## src/rtl/hard_mem_1rw_bit_mask_d64_w15_arbiter_if.sv

```systemverilog
// Bus bundle between the two client pipelines, the arbiter and the memory
// wrapper. Signal names carry the arbiter's point of view (_i into it, _o out).
interface hard_mem_1rw_bit_mask_d64_w15_arbiter_if #(
    parameter int width_p = 15,
    parameter int els_p   = 64
);
    localparam int addr_width_lp = $clog2(els_p);

    // Requester side
    logic [1:0]                   req_v_i;
    logic [1:0]                   req_w_i;
    logic [2*addr_width_lp-1:0]   req_addr_i;
    logic [2*width_p-1:0]         req_data_i;
    logic [2*width_p-1:0]         req_w_mask_i;
    logic [1:0]                   req_ready_o;
    logic [1:0]                   resp_v_o;
    logic [width_p-1:0]           resp_data_o;
    logic                         init_done_o;

    // Memory side
    logic                         mem_v_o;
    logic                         mem_w_o;
    logic [addr_width_lp-1:0]     mem_addr_o;
    logic [width_p-1:0]           mem_data_o;
    logic [width_p-1:0]           mem_w_mask_o;
    logic [width_p-1:0]           mem_data_i;

    // The arbiter itself
    modport slave (
        input  req_v_i, req_w_i, req_addr_i, req_data_i, req_w_mask_i, mem_data_i,
        output req_ready_o, resp_v_o, resp_data_o, init_done_o,
               mem_v_o, mem_w_o, mem_addr_o, mem_data_o, mem_w_mask_o
    );

    // The surrounding environment (clients plus memory wrapper)
    modport master (
        output req_v_i, req_w_i, req_addr_i, req_data_i, req_w_mask_i, mem_data_i,
        input  req_ready_o, resp_v_o, resp_data_o, init_done_o,
               mem_v_o, mem_w_o, mem_addr_o, mem_data_o, mem_w_mask_o
    );
endinterface

```

## src/rtl/hard_mem_1rw_bit_mask_d64_w15_arbiter.sv

```systemverilog
// Two-requester round-robin front end for a 64x15 single-port bit-masked
// memory. Zero-fills the array after reset, then forwards the winning request
// to the memory port with zero latency and returns read data, tagged one-hot,
// one cycle after the grant (the memory has a one-cycle synchronous read).
module hard_mem_1rw_bit_mask_d64_w15_arbiter #(
    parameter int width_p          = 15,
    parameter int els_p            = 64,
    parameter int clear_on_reset_p = 1
) (
    input logic clk_i,
    input logic reset_n_i,
    hard_mem_1rw_bit_mask_d64_w15_arbiter_if.slave bus
);
    localparam int addr_width_lp = $clog2(els_p);
    // One spare bit so the fill counter can step past the last entry without wrapping
    localparam int cnt_width_lp  = addr_width_lp + 1;
    localparam logic [cnt_width_lp-1:0] init_last_lp = cnt_width_lp'(els_p - 1);

    typedef enum logic [0:0] {
        INIT_S = 1'b0,
        RUN_S  = 1'b1
    } state_e;

    state_e                    state_q, state_d;
    logic [cnt_width_lp-1:0]   init_cnt_q, init_cnt_d;
    logic                      last_q, last_d;      // index of the last requester granted
    logic [1:0]                pend_q, pend_d;      // one-hot read response due next cycle

    logic                      in_init;
    logic                      in_run;
    logic [1:0]                grant;
    logic                      win;

    logic                      win_w;
    logic [addr_width_lp-1:0]  win_addr;
    logic [width_p-1:0]        win_data;
    logic [width_p-1:0]        win_mask;

    // Outputs are qualified with the reset pin so everything stays quiet while
    // reset is held, including the clear_on_reset_p=0 case where the state
    // register resets straight into RUN.
    assign in_init = reset_n_i & (state_q == INIT_S);
    assign in_run  = reset_n_i & (state_q == RUN_S);

    // Round-robin pick: a lone requester wins, on contention the one not granted last wins
    always_comb begin
        grant = 2'b00;
        win   = 1'b0;
        case (bus.req_v_i)
            2'b01: grant = 2'b01;
            2'b10: begin
                grant = 2'b10;
                win   = 1'b1;
            end
            2'b11: begin
                if (last_q) begin
                    grant = 2'b01;
                end else begin
                    grant = 2'b10;
                    win   = 1'b1;
                end
            end
            default: begin
                grant = 2'b00;
                win   = 1'b0;
            end
        endcase
    end

    // Extract the winning requester's command fields from the packed request buses
    always_comb begin
        win_w    = bus.req_w_i[win];
        win_addr = bus.req_addr_i[int'(win)*addr_width_lp +: addr_width_lp];
        win_data = bus.req_data_i[int'(win)*width_p +: width_p];
        win_mask = bus.req_w_mask_i[int'(win)*width_p +: width_p];
    end

    // Memory port mux: zero-fill writes during INIT, the granted request during RUN
    always_comb begin
        bus.mem_v_o      = 1'b0;
        bus.mem_w_o      = 1'b0;
        bus.mem_addr_o   = '0;
        bus.mem_data_o   = '0;
        bus.mem_w_mask_o = '0;
        if (in_init) begin
            bus.mem_v_o      = 1'b1;
            bus.mem_w_o      = 1'b1;
            bus.mem_addr_o   = init_cnt_q[addr_width_lp-1:0];
            bus.mem_data_o   = '0;
            bus.mem_w_mask_o = '1;
        end else if (in_run && (grant != 2'b00)) begin
            bus.mem_v_o      = 1'b1;
            bus.mem_w_o      = win_w;
            bus.mem_addr_o   = win_addr;
            bus.mem_data_o   = win_data;
            bus.mem_w_mask_o = win_mask;
        end
    end

    // Next-state: fill counter and INIT->RUN hand-over, grant pointer and read-pending tag
    always_comb begin
        state_d    = state_q;
        init_cnt_d = init_cnt_q;
        last_d     = last_q;
        pend_d     = 2'b00;
        case (state_q)
            INIT_S: begin
                init_cnt_d = init_cnt_q + cnt_width_lp'(1);
                if (init_cnt_q == init_last_lp) begin
                    state_d = RUN_S;
                end
            end
            RUN_S: begin
                if (grant != 2'b00) begin
                    last_d = win;
                    if (!win_w) begin
                        pend_d = grant;
                    end
                end
            end
            default: begin
                state_d = INIT_S;
            end
        endcase
    end

    // Control state; pointer resets to requester 1 so requester 0 wins the first contention
    always_ff @(posedge clk_i or negedge reset_n_i) begin
        if (!reset_n_i) begin
            state_q    <= (clear_on_reset_p != 0) ? INIT_S : RUN_S;
            init_cnt_q <= '0;
            last_q     <= 1'b1;
            pend_q     <= 2'b00;
        end else begin
            state_q    <= state_d;
            init_cnt_q <= init_cnt_d;
            last_q     <= last_d;
            pend_q     <= pend_d;
        end
    end

    assign bus.req_ready_o = in_run ? grant : 2'b00;
    assign bus.init_done_o = in_run;
    // The pending register is cleared asynchronously, so a reset kills the response at once
    assign bus.resp_v_o    = pend_q;
    // Read data is a straight pass-through of the memory's registered output
    assign bus.resp_data_o = bus.mem_data_i;

endmodule

```

## src/flat_wrapper.sv

```systemverilog
// flat-port wrapper written by rule: the top's interface ports become plain ports
module hard_mem_1rw_bit_mask_d64_w15_arbiter_flat 
#(
    parameter int width_p          = 15,
    parameter int els_p            = 64,
    parameter int clear_on_reset_p = 1
)
  (clk_i, reset_n_i, bus_req_v_i, bus_req_w_i, bus_req_addr_i, bus_req_data_i, bus_req_w_mask_i, bus_mem_data_i, bus_req_ready_o, bus_resp_v_o, bus_resp_data_o, bus_init_done_o, bus_mem_v_o, bus_mem_w_o, bus_mem_addr_o, bus_mem_data_o, bus_mem_w_mask_o);
  hard_mem_1rw_bit_mask_d64_w15_arbiter_if #(.width_p(width_p), .els_p(els_p)) bus_i ();
  input logic clk_i;
  input logic reset_n_i;
  input wire logic [$bits(bus_i.req_v_i)-1:0] bus_req_v_i;
  input wire logic [$bits(bus_i.req_w_i)-1:0] bus_req_w_i;
  input wire logic [$bits(bus_i.req_addr_i)-1:0] bus_req_addr_i;
  input wire logic [$bits(bus_i.req_data_i)-1:0] bus_req_data_i;
  input wire logic [$bits(bus_i.req_w_mask_i)-1:0] bus_req_w_mask_i;
  input wire logic [$bits(bus_i.mem_data_i)-1:0] bus_mem_data_i;
  output wire logic [$bits(bus_i.req_ready_o)-1:0] bus_req_ready_o;
  output wire logic [$bits(bus_i.resp_v_o)-1:0] bus_resp_v_o;
  output wire logic [$bits(bus_i.resp_data_o)-1:0] bus_resp_data_o;
  output wire logic [$bits(bus_i.init_done_o)-1:0] bus_init_done_o;
  output wire logic [$bits(bus_i.mem_v_o)-1:0] bus_mem_v_o;
  output wire logic [$bits(bus_i.mem_w_o)-1:0] bus_mem_w_o;
  output wire logic [$bits(bus_i.mem_addr_o)-1:0] bus_mem_addr_o;
  output wire logic [$bits(bus_i.mem_data_o)-1:0] bus_mem_data_o;
  output wire logic [$bits(bus_i.mem_w_mask_o)-1:0] bus_mem_w_mask_o;
  assign bus_i.req_v_i = bus_req_v_i;
  assign bus_i.req_w_i = bus_req_w_i;
  assign bus_i.req_addr_i = bus_req_addr_i;
  assign bus_i.req_data_i = bus_req_data_i;
  assign bus_i.req_w_mask_i = bus_req_w_mask_i;
  assign bus_i.mem_data_i = bus_mem_data_i;
  assign bus_req_ready_o = bus_i.req_ready_o;
  assign bus_resp_v_o = bus_i.resp_v_o;
  assign bus_resp_data_o = bus_i.resp_data_o;
  assign bus_init_done_o = bus_i.init_done_o;
  assign bus_mem_v_o = bus_i.mem_v_o;
  assign bus_mem_w_o = bus_i.mem_w_o;
  assign bus_mem_addr_o = bus_i.mem_addr_o;
  assign bus_mem_data_o = bus_i.mem_data_o;
  assign bus_mem_w_mask_o = bus_i.mem_w_mask_o;
  hard_mem_1rw_bit_mask_d64_w15_arbiter #(.width_p(width_p), .els_p(els_p), .clear_on_reset_p(clear_on_reset_p)) u_core (.clk_i(clk_i), .reset_n_i(reset_n_i), .bus(bus_i));
endmodule
```

## config.mk

```make
export PLATFORM = sky130hd
export DESIGN_NAME = hard_mem_1rw_bit_mask_d64_w15_arbiter_flat
export DESIGN_NICKNAME = d
export VERILOG_FILES = /design/src/rtl/hard_mem_1rw_bit_mask_d64_w15_arbiter_if.sv /design/src/rtl/hard_mem_1rw_bit_mask_d64_w15_arbiter.sv /design/src/flat_wrapper.sv
export SDC_FILE = /design/constraint.sdc
export NUM_CORES = 1
export LEC_CHECK = 0
export CAP_MARGIN = 20
export CORE_MARGIN = 2
export CORE_UTILIZATION = 24
export DETAILED_ROUTE_END_ITERATION = 7
export PLACE_DENSITY = 0.77
export SETUP_SLACK_MARGIN = 0.1
export SLEW_MARGIN = 5
export SYNTH_ARGS = -nofsm -noshare
export SYNTH_HDL_FRONTEND = slang
export SYNTH_SLANG_ARGS = --single-unit
```

## constraint.sdc

```tcl
create_clock -name clk_i -period 1.1 [get_ports clk_i]
set_input_delay 0.11 -clock clk_i [delete_from_list [all_inputs] [get_ports clk_i]]
set_output_delay 0.11 -clock clk_i [all_outputs]
set_load 0.01 [all_outputs]
```

* After elaboration in Yosys (flattened, before gate mapping)
Index checks and enable logic that the tools add are counted.
** Storage, ports and cells
- Bits in registers :: 11
- Bits of input ports :: 93
- Output and inout bits :: 58
** Cells by class
- Add/sub/neg operators :: 1
- Multipliers :: 2
- $lt $le $gt $ge :: 1
- Eq/ne operators :: 4
- Shift operators :: 3
- Multiplexer cells :: 22
- Bitwise logic cells :: 3
- Reductions and logical operators :: 3
** Operator list (number)
- 30-bit by 32-bit indexed part select with 15-bit output :: 2
- 15-bit two-way mux :: 4
- 12-bit by 32-bit indexed part select with 6-bit output :: 1
- 6-bit two-way mux :: 2
- 2-bit two-way mux :: 5
- 1-bit two-way mux :: 9
- 7-bit by 1-bit adder with 7-bit output (second input constant) :: 1
- 7-bit by 6-bit equality test with 1-bit output (second input constant) :: 1
- 2-bit case mux with 3 select lines :: 1
- 1-bit by 4-bit multiplier with 5-bit output (second input constant) :: 1
- 2-bit equality test (second input constant) :: 2
- 1-bit by 2-bit multiplier with 3-bit output (second input constant) :: 1
- 1-bit AND :: 2
- 2-bit by 1-bit equality test with 1-bit output (second input constant) :: 1
- 1-bit by 2-bit less-than comparator with 1-bit output (second input constant) :: 1
- 1-bit case mux with 2 select lines :: 1
- 2-bit AND reduction :: 1
- 2-bit nonzero test :: 1
- 1-bit logical AND :: 1
- 1-bit NOT :: 1

* Depth between registers and ports, before layout
Gate-level depths: netlist (run 1).
- Word-level depth :: 7
- Mapped depth :: 5

* Least setup slack after synthesis (run 1)
Ideal clock, no wire load.
- Path kind :: reg-to-output
- Start :: register u_core.last_q
- End :: output port bus_mem_w_mask_o[4]
- Data arrival time :: 1.243 ns
- Required time :: 0.990 ns
- Setup slack :: -0.253 ns
- Stages on the path, launching flop included :: 6
- Path buffers :: 2
- Cells stage by stage :: dfstp_2 nand2b_1 buf_4 buf_6 nand3_1 a31oi_1
** Between the ends
- Word-level cells in the longest chain between the ends :: 6
** Ends and longest elaborated chain
- start, declared :: line hard_mem_1rw_bit_mask_d64_w15_arbiter.sv:26 : logic last_q, last_d;
- start signal, assigned :: line hard_mem_1rw_bit_mask_d64_w15_arbiter.sv:137 : last_q <= last_d;
- 1-bit two-way mux / 2-bit two-way mux (equally long branches) :: line hard_mem_1rw_bit_mask_d64_w15_arbiter.sv:56 : if (last_q) begin
- 1-bit case mux with 2 select lines / 2-bit case mux with 3 select lines (equally long branches) :: line hard_mem_1rw_bit_mask_d64_w15_arbiter.sv:49 : case (bus.req_v_i)
- 1-bit by 4-bit multiplier with 5-bit output / 2-bit nonzero test (equally long branches) :: line hard_mem_1rw_bit_mask_d64_w15_arbiter.sv:75, hard_mem_1rw_bit_mask_d64_w15_arbiter.sv:91
- 30-bit by 32-bit indexed part select with 15-bit output / 1-bit logical AND (equally long branches) :: line hard_mem_1rw_bit_mask_d64_w15_arbiter.sv:75, hard_mem_1rw_bit_mask_d64_w15_arbiter.sv:91
- 15-bit two-way mux * :: line hard_mem_1rw_bit_mask_d64_w15_arbiter.sv:91 : end else if (in_run && (grant != 2'b00)) begin
- 15-bit two-way mux * :: line hard_mem_1rw_bit_mask_d64_w15_arbiter.sv:85 : if (in_init) begin
- end, declared :: line flat_wrapper.sv:26 : output wire logic [$bits(bus_i.mem_w_mask_o)-1:0] bus_mem_w_mask_o;
Mark *: on every way between the ends. The rest lies on a longest branch, timed or not.

* Final worst setup path (run 1)
- Start :: register u_core.last_q
- End :: output port bus_mem_w_mask_o[8]
Same word-level chain as after synthesis.

==> flow_metrics.py, run 1 <==
metrics = {
    "floorplan": {
        "io_pins": 151,
        "rows": 26,
        "core_sq_um": 5070,
        "die_y_microns": 76.3,
        "initial_utilization_pct": 24.7,
        "dieArea_sq_um": 5820,
        "die_w_microns": 76.3,
    },
    "layout": {
        "drive_gt1_share_pct": 50.8,
        "layout.nets": 420,
        "filler_cell_count": 463,
        "area_growth_pct": 147,
        "diodes": 0,
        "stdcell_area_sq_um": 3100,
    },
    "yosys": {
        "synth_common_cells": "47 x nand2_1, 20 x buf_4, 17 x a31oi_1, 17 x nand3_1, 16 x a21oi_1",
        "syn_area_sq_um": 1250,
        "synth_cell_types": 32,
        "synth_flop_cell": "dfrtp_1",
        "syn_avg_cell_area_sq_um": 7.04,
        "ys.warnings.count": 0,
        "synth_top_cell_area_share_pct": 20.0,
        "synth_most_common_cell": "nand2_1",
        "yosys-top-cells-area": "dfrtp_1 20%, nand2_1 14%, buf_4 12%",
        "yosysSeqAreaShare_pct": 22.1,
        "synth_edf_count": 0,
        "syn-num-nets": 272,
        "synth_seq_cells": 11,
        "yosysTopAreaCell": "dfrtp_1",
        "synthArstFlopShare_pct": 100,
        "synthCells": 178,
    },
    "timing": {
        "fmax_mhz": 565,
        "setup_slack_ns": -0.671,
        "report.final.slew_viol_count": 0,
        "rsz0062_at_grt": "true",
        "period_minus_slack_ns": 1.77,
        "min_period_over_period_pct": 161,
        "finalClockSkew_ns": 0.00342,
        "hold_violations": 0,
        "finalSetupViolCount": 48,
        "tightest_slew_ns": 0.339,
        "tns_ns": -24.81,
        "relSlewSlack_pct": 77.4,
    },
    "worst_setup_path": {
        "arrival_ns": 1.66,
        "slowest_stage": "dfstp_2",
        "required_ns": 0.99,
        "reg2reg_slack_ns": -0.23,
        "cp_cell_sequence": "buf_6, nand2b_4, buf_12, nand3_2, a31oi_2, buf_2",
        "critical-path-top-delay-family": "flip-flops",
        "r2r_end": "u_core.init_cnt_q[2]$_DFFE_PN0N_",
        "cp-end-kind": "output port",
        "path_class": "register to output port",
        "start_kind": "register",
        "r2r-start": "u_core.state_q$_DFF_PN0_",
        "path_buf_inv": 3,
        "slowest_delay_ns": 0.58,
        "reg2reg_depth": 6,
        "cp_max_fo": 8,
    },
    "power": {
        "finalPower_mw": 1.48,
        "power_density_nw_per_um2": 479,
        "leakage_nw": 1.33,
        "irDropWorstVdd_mv": 0.294,
    },
    "route": {
        "first_iter_violations": 65,
        "drc": 0,
        "ant_nets": 0,
        "post_drt_via_cell_ratio": 4.73,
        "wl_per_cell_microns": 14.2,
        "wl_microns": 5620,
        "firstDrtPassIters": 4,
        "num_vias": 1868,
    },
    "clock_network": {
        "clock-sinks": 11,
        "path_clk_slew_ns": 0.05,
        "cts_made_buffers": 3,
        "clockBufferDepth": 2,
        "cts_tree": "done",
        "hold_buffers": 0,
        "clk_latency_ns": 0.25,
        "clockRootBuffer": "clkbuf_8",
        "h-tree-depth": 1,
    },
    "status": {
        "status": "complete, but fails checks",
        "violations": "setup timing",
    },
    "placed_design": {
        "place_worst_setup_slack_ns": -0.972,
        "io_buffers": 120,
        "routabilityCongestion": 0.755,
        "place_hpwl_microns": 3890,
        "placed_area_sq_um": 2780,
    },
    "grt": {
        "grt_pass1_vias": 1908,
        "grtUsageMet1_pct": 21.7,
        "grt_pass1_wl_microns": 8890,
        "grt_use_total_pct": 18.4,
        "grt_max_degree": 25,
        "top_usage_layer": "met2",
        "grt_use_met3_pct": 4.62,
        "overflow": 0,
        "antenna_found_initial": 0,
        "grt_use_met2_pct": 31.2,
    },
    "min_path": {
        "min_path_type": "primary input to async pin",
    },
    "run": {
        "cap_violations": 0,
    },
}
==> power by group <==
group          total (mW)  switching (mW)  leakage [nW]  internal [mW]
Combinational       0.657           0.254          1.17          0.403
Sequential          0.405               0         0.134          0.405
Clock               0.422           0.172        0.0255          0.250
==> layout by cell type, fill, tap and decap left out, types with 2 or more instances in the layout <==
cell              n
buf_12            5
nand3_1          11
nand3_2           5
buf_8             2
clkdlybuf4s15_1   2
xnor2_1           4
dlygate4sd2_1     3
dfrtp_1           9
nand2_1          33
a21oi_2          15
and2_1            6
buf_4            26
clkdlybuf4s50_1  74
nand2_2          13
clkbuf_8          3
buf_6            21
nor2_4            2
a221o_1           6
nand2b_4          2
inv_1             2
o21ai_2           2
a31oi_2          15
buf_2            37
xor2_1            2
==> worst max-delay path by stage <==
stage,endpoint,cells after the start,startpoint
after floorplan,bus_mem_w_mask_o[4],5,u_core.last_q$_DFFE_PN1P_
after global placement,bus_mem_data_o[3],6,bus_req_v_i[0]
after detailed placement,bus_mem_data_o[4],6,bus_req_v_i[0]
after CTS,bus_mem_w_mask_o[5],6,u_core.last_q$_DFFE_PN1P_
after global routing,bus_mem_w_mask_o[8],6,u_core.last_q$_DFFE_PN1P_
final,bus_mem_w_mask_o[8],6,u_core.last_q$_DFFE_PN1P_
==> flip-flops by register name, summed over array words and instances, names as in the netlist <==
signal,flops
u_core.init_cnt_q,7
u_core.last_q,1
u_core.bus.resp_v_o,2
u_core.state_q,1
==> per-layer routing <==
layer,part of all wire [%],wire [microns]
met5,0,0
met4,2.9,164
met3,8.4,472
met2,46,2610
met1,42,2370
==> timing repair <==
action | CTS | global route
buffers inserted | 18 | 6
resized for setup | 206 | 24
endpoints found under the setup margin | 53 | 52
pin swaps | 10 | 9
gates cloned | 2 | 2
==> layout make-up <==
class	count	area, sq um	area share, %
Clock buffer	3	41.3	1.33
Inverter	3	13.8	0.444
Clock inverter	1	5.00	0.162
Tap cell	70	87.6	2.83
Sequential cell	11	278	8.97
Timing Repair Buffer	172	1590	51.2
Multi-Input combinational cell	135	1090	35.1
==> cells by family after synthesis <==
| logic type | count (synthesis) | synth area share, % |
|---|---|---|
| adder cells (fa/ha/maj) | 1 | 0.998 |
| AND/OR/NAND/NOR | 83 | 32.0 |
| multiplexers | 1 | 0.898 |
| XOR/XNOR | 6 | 4.19 |
| flip-flops | 11 | 22.1 |
| AO/OA/AOI/OAI | 44 | 23.1 |
| buffers and inverters | 32 | 16.8 |
==> metrics by stage <==
step | hold slack, ns | utilization [%] | instances
global route | 0.0792 | 61.0 | 395
floorplan | -0.186 | - | 178
CTS | 0.0218 | 57.6 | 388
detailed placement | 0.220 | 54.7 | 366
finish | 0.0601 | 61.0 | 395
global placement | 0.220 | 54.7 | 366
(Power assumes the default switching activity.)
==> run 2: changes to the inputs <==
Settings changed: CAP_MARGIN 20 to 15, GPL_ROUTABILITY_DRIVEN set to 0.
==> results of run 2 <==
The final DEF is identical to that of run 1; final timing and power are the same.
==> variant: new RTL, config.mk and constraints of run 1 <==
`width_p` is set to 15 in 3 places; all go to 11.
--- a/src/rtl/hard_mem_1rw_bit_mask_d64_w15_arbiter_if.sv
+++ b/src/rtl/hard_mem_1rw_bit_mask_d64_w15_arbiter_if.sv
@@ -2,5 +2,5 @@
 // wrapper. Signal names carry the arbiter's point of view (_i into it, _o out).
 interface hard_mem_1rw_bit_mask_d64_w15_arbiter_if #(
-    parameter int width_p = 15,
+    parameter int width_p = 11,
     parameter int els_p   = 64
 );
--- a/src/rtl/hard_mem_1rw_bit_mask_d64_w15_arbiter.sv
+++ b/src/rtl/hard_mem_1rw_bit_mask_d64_w15_arbiter.sv
@@ -4,5 +4,5 @@
 // one cycle after the grant (the memory has a one-cycle synchronous read).
 module hard_mem_1rw_bit_mask_d64_w15_arbiter #(
-    parameter int width_p          = 15,
+    parameter int width_p          = 11,
     parameter int els_p            = 64,
     parameter int clear_on_reset_p = 1
--- a/src/flat_wrapper.sv
+++ b/src/flat_wrapper.sv
@@ -2,5 +2,5 @@
 module hard_mem_1rw_bit_mask_d64_w15_arbiter_flat 
 #(
-    parameter int width_p          = 15,
+    parameter int width_p          = 11,
     parameter int els_p            = 64,
     parameter int clear_on_reset_p = 1
Ports: changed (6 resized); port bits go from 151 to 119. The function was not compared with the original's and may differ.
==> variant against run 1 <==
- the run still ends with setup timing left
- final cell count decreased by 16%
- synthesized area decreased by 11%
- wire length decreased by 8.6%
- power decreased by 3.5%
- critical path depth increased by 1
- sequential cell count unchanged
- design area decreased by 7.8%
- worst setup slack improved by 0.017 ns
- synthesized cell count decreased by 17%
- critical endpoint unchanged
- largest cell class unchanged
- largest power group unchanged
- highest routed layer unchanged
==> variant: results (changes against run 1) <==
[yosys]
synth_cell_types = 34  ; was 32
synthTopCellsByArea = dfrtp_1 23%, a21oi_1 16%, buf_4 11%  ; was dfrtp_1 20%, nand2_1 14%, buf_4 12%
synth_common_cells = 36 x a21oi_1, 25 x nand2_1, 17 x buf_4  ; was 47 x nand2_1, 20 x buf_4, 17 x a31oi_1, 17 x nand3_1, 16 x a21oi_1
synth.yosys.seq_area_share_pct = 24.9  ; was 22.1%
ys.warnings.count = 0  ; unchanged
synth.net_count = 222  ; was 272

[setup_path]
r2r_cells = 5  ; was 6
timing.rr.end = u_core.init_cnt_q[5]  ; was u_core.init_cnt_q[2]
crit_slowest_cell = dfstp_2  ; unchanged
cpPeakStageDelay_ns = 0.60  ; was 0.58 ns
r2r_setup_slack_ns = -0.27  ; was -0.23 ns
critPathMaxFanout = 7  ; was 8
cp-startpoint = u_core.last_q  ; unchanged

[placement]
portBuffers = 96  ; was 120
place_congestion = 0.740  ; was 0.755
place_hpwl_um = 3450  ; was 3890 um
dp_slack_ns = -0.958  ; was -0.972 ns

[finish]
drive_above_1_share_pct = 58.7  ; was 50.8%
fin_nets = 356  ; was 420
fillers = 357  ; was 463
diodes = 0  ; unchanged

[power_and_ir_drop]
p_leak_nw = 1.23  ; was 1.33 nW
ir_drop_uv = 398  ; was 294 uV

[timing]
relSlewSlack_pct = 80.8  ; was 77.4%
fin_worst_skew_ns = 0.00172  ; was 0.00342 ns
setup_tns_ns = -18.73  ; was -24.81 ns
setup_ws_ns = -0.654  ; was -0.671 ns
setup-violations-final = 41  ; was 48

[global_route]
use_met3_pct = 5.14  ; was 4.62%
grt_start_max_net_pins = 15  ; was 25
grt_use_met2_pct = 32.5  ; was 31.2%
grt_pass1_vias = 1685  ; was 1,908
grt_first_pass_wirelength_um = 7560  ; was 8890 um
grt.total_usage_pct = 18.1  ; was 18.4%
grt_antenna_before_repair = 0  ; unchanged
grt_use_met1_pct = 20.9  ; was 21.7%

[clocking]
path_clk_slew_ns = 0.05  ; about the same
clockBufferDepth = 2  ; unchanged
cts_buffers = 3  ; unchanged
cts-root-buf = clkbuf_8  ; unchanged
insertion_delay_ns = 0.24

[detailed_routing]
drt-met1-wl_um = 1900  ; was 2370 um
wl_met2_um = 2720  ; was 2610 um
met3_length_um = 402  ; was 472 um
wl_per_cell_um = 15.4  ; was 14.2 um
via_per_inst = 4.80  ; was 4.73
drt_iter0_markers = 41  ; was 65

[outcome]
violations = setup timing  ; unchanged
outcome = finished, violations left  ; unchanged

-- variant: cell types whose count changed after synthesis, moves of 2 or more --
cell | before | now
nand3_1 | 17 | 13
buf_4 | 20 | 17
nand2b_1 | 3 | 0
nor3_1 | 0 | 2
a31oi_1 | 17 | 1
a21oi_1 | 16 | 36
buf_2 | 6 | 2
nand2_1 | 47 | 25
-- variant: metrics by stage --
stage / area [sq um] / hold slack [ns] / cells
after CTS: 2670 / 0.0175 / 326
after detailed placement: 2340 / 0.220 / 300
final: 2860 / 0.0260 / 333
after global placement: 2340 / 0.220 / 300
after global routing: 2860 / 0.0237 / 333
after floorplan: 1260 / -0.186 / 148
-- variant: where the power goes --
group / leakage (nW) / internal [W] / total [W] / switching [W]
Combinational: 1.08 / 0.000383 / 0.000614 / 0.000231
Clock: 0.0228 / 0.000255 / 0.000412 / 0.000158
Sequential: 0.134 / 0.000406 / 0.000406 / 0
-- variant: timing repair --
action | CTS | global route
setup buffers | 21 | 8
hold buffers | 0 | 0
gates resized for setup | 195 | 32
cloned | 2 | 0
endpoints found under the setup margin | 46 | 44
pin swaps | 29 | 16
-- variant: area by class of cell --
cell class | count | area share [%]
repair buffers | 150 | 49.8
multi-input cells | 112 | 35.5
flip-flops and latches | 11 | 9.72
well taps | 52 | 2.28
clock buffers | 4 | 1.58
inverters | 4 | 1.14
-- variant: logic make-up after synthesis --
group / after synthesis / synth area share [%]
DFF: 11 / 24.9
buffers and inverters: 25 / 15.1
and+or+nand+nor: 56 / 25.9
xor gates and xnor gates: 6 / 4.73
AOI/OAI and AO/OA: 48 / 27.3
adders and majority gates: 1 / 1.13
muxes: 1 / 1.01
-- variant: critical path, delay by kind of cell, from the launching register on --
kind | cells | cell delay, ns
compound gates | 3 | 0.25
flops | 1 | 0.60
buf+inv | 4 | 0.55
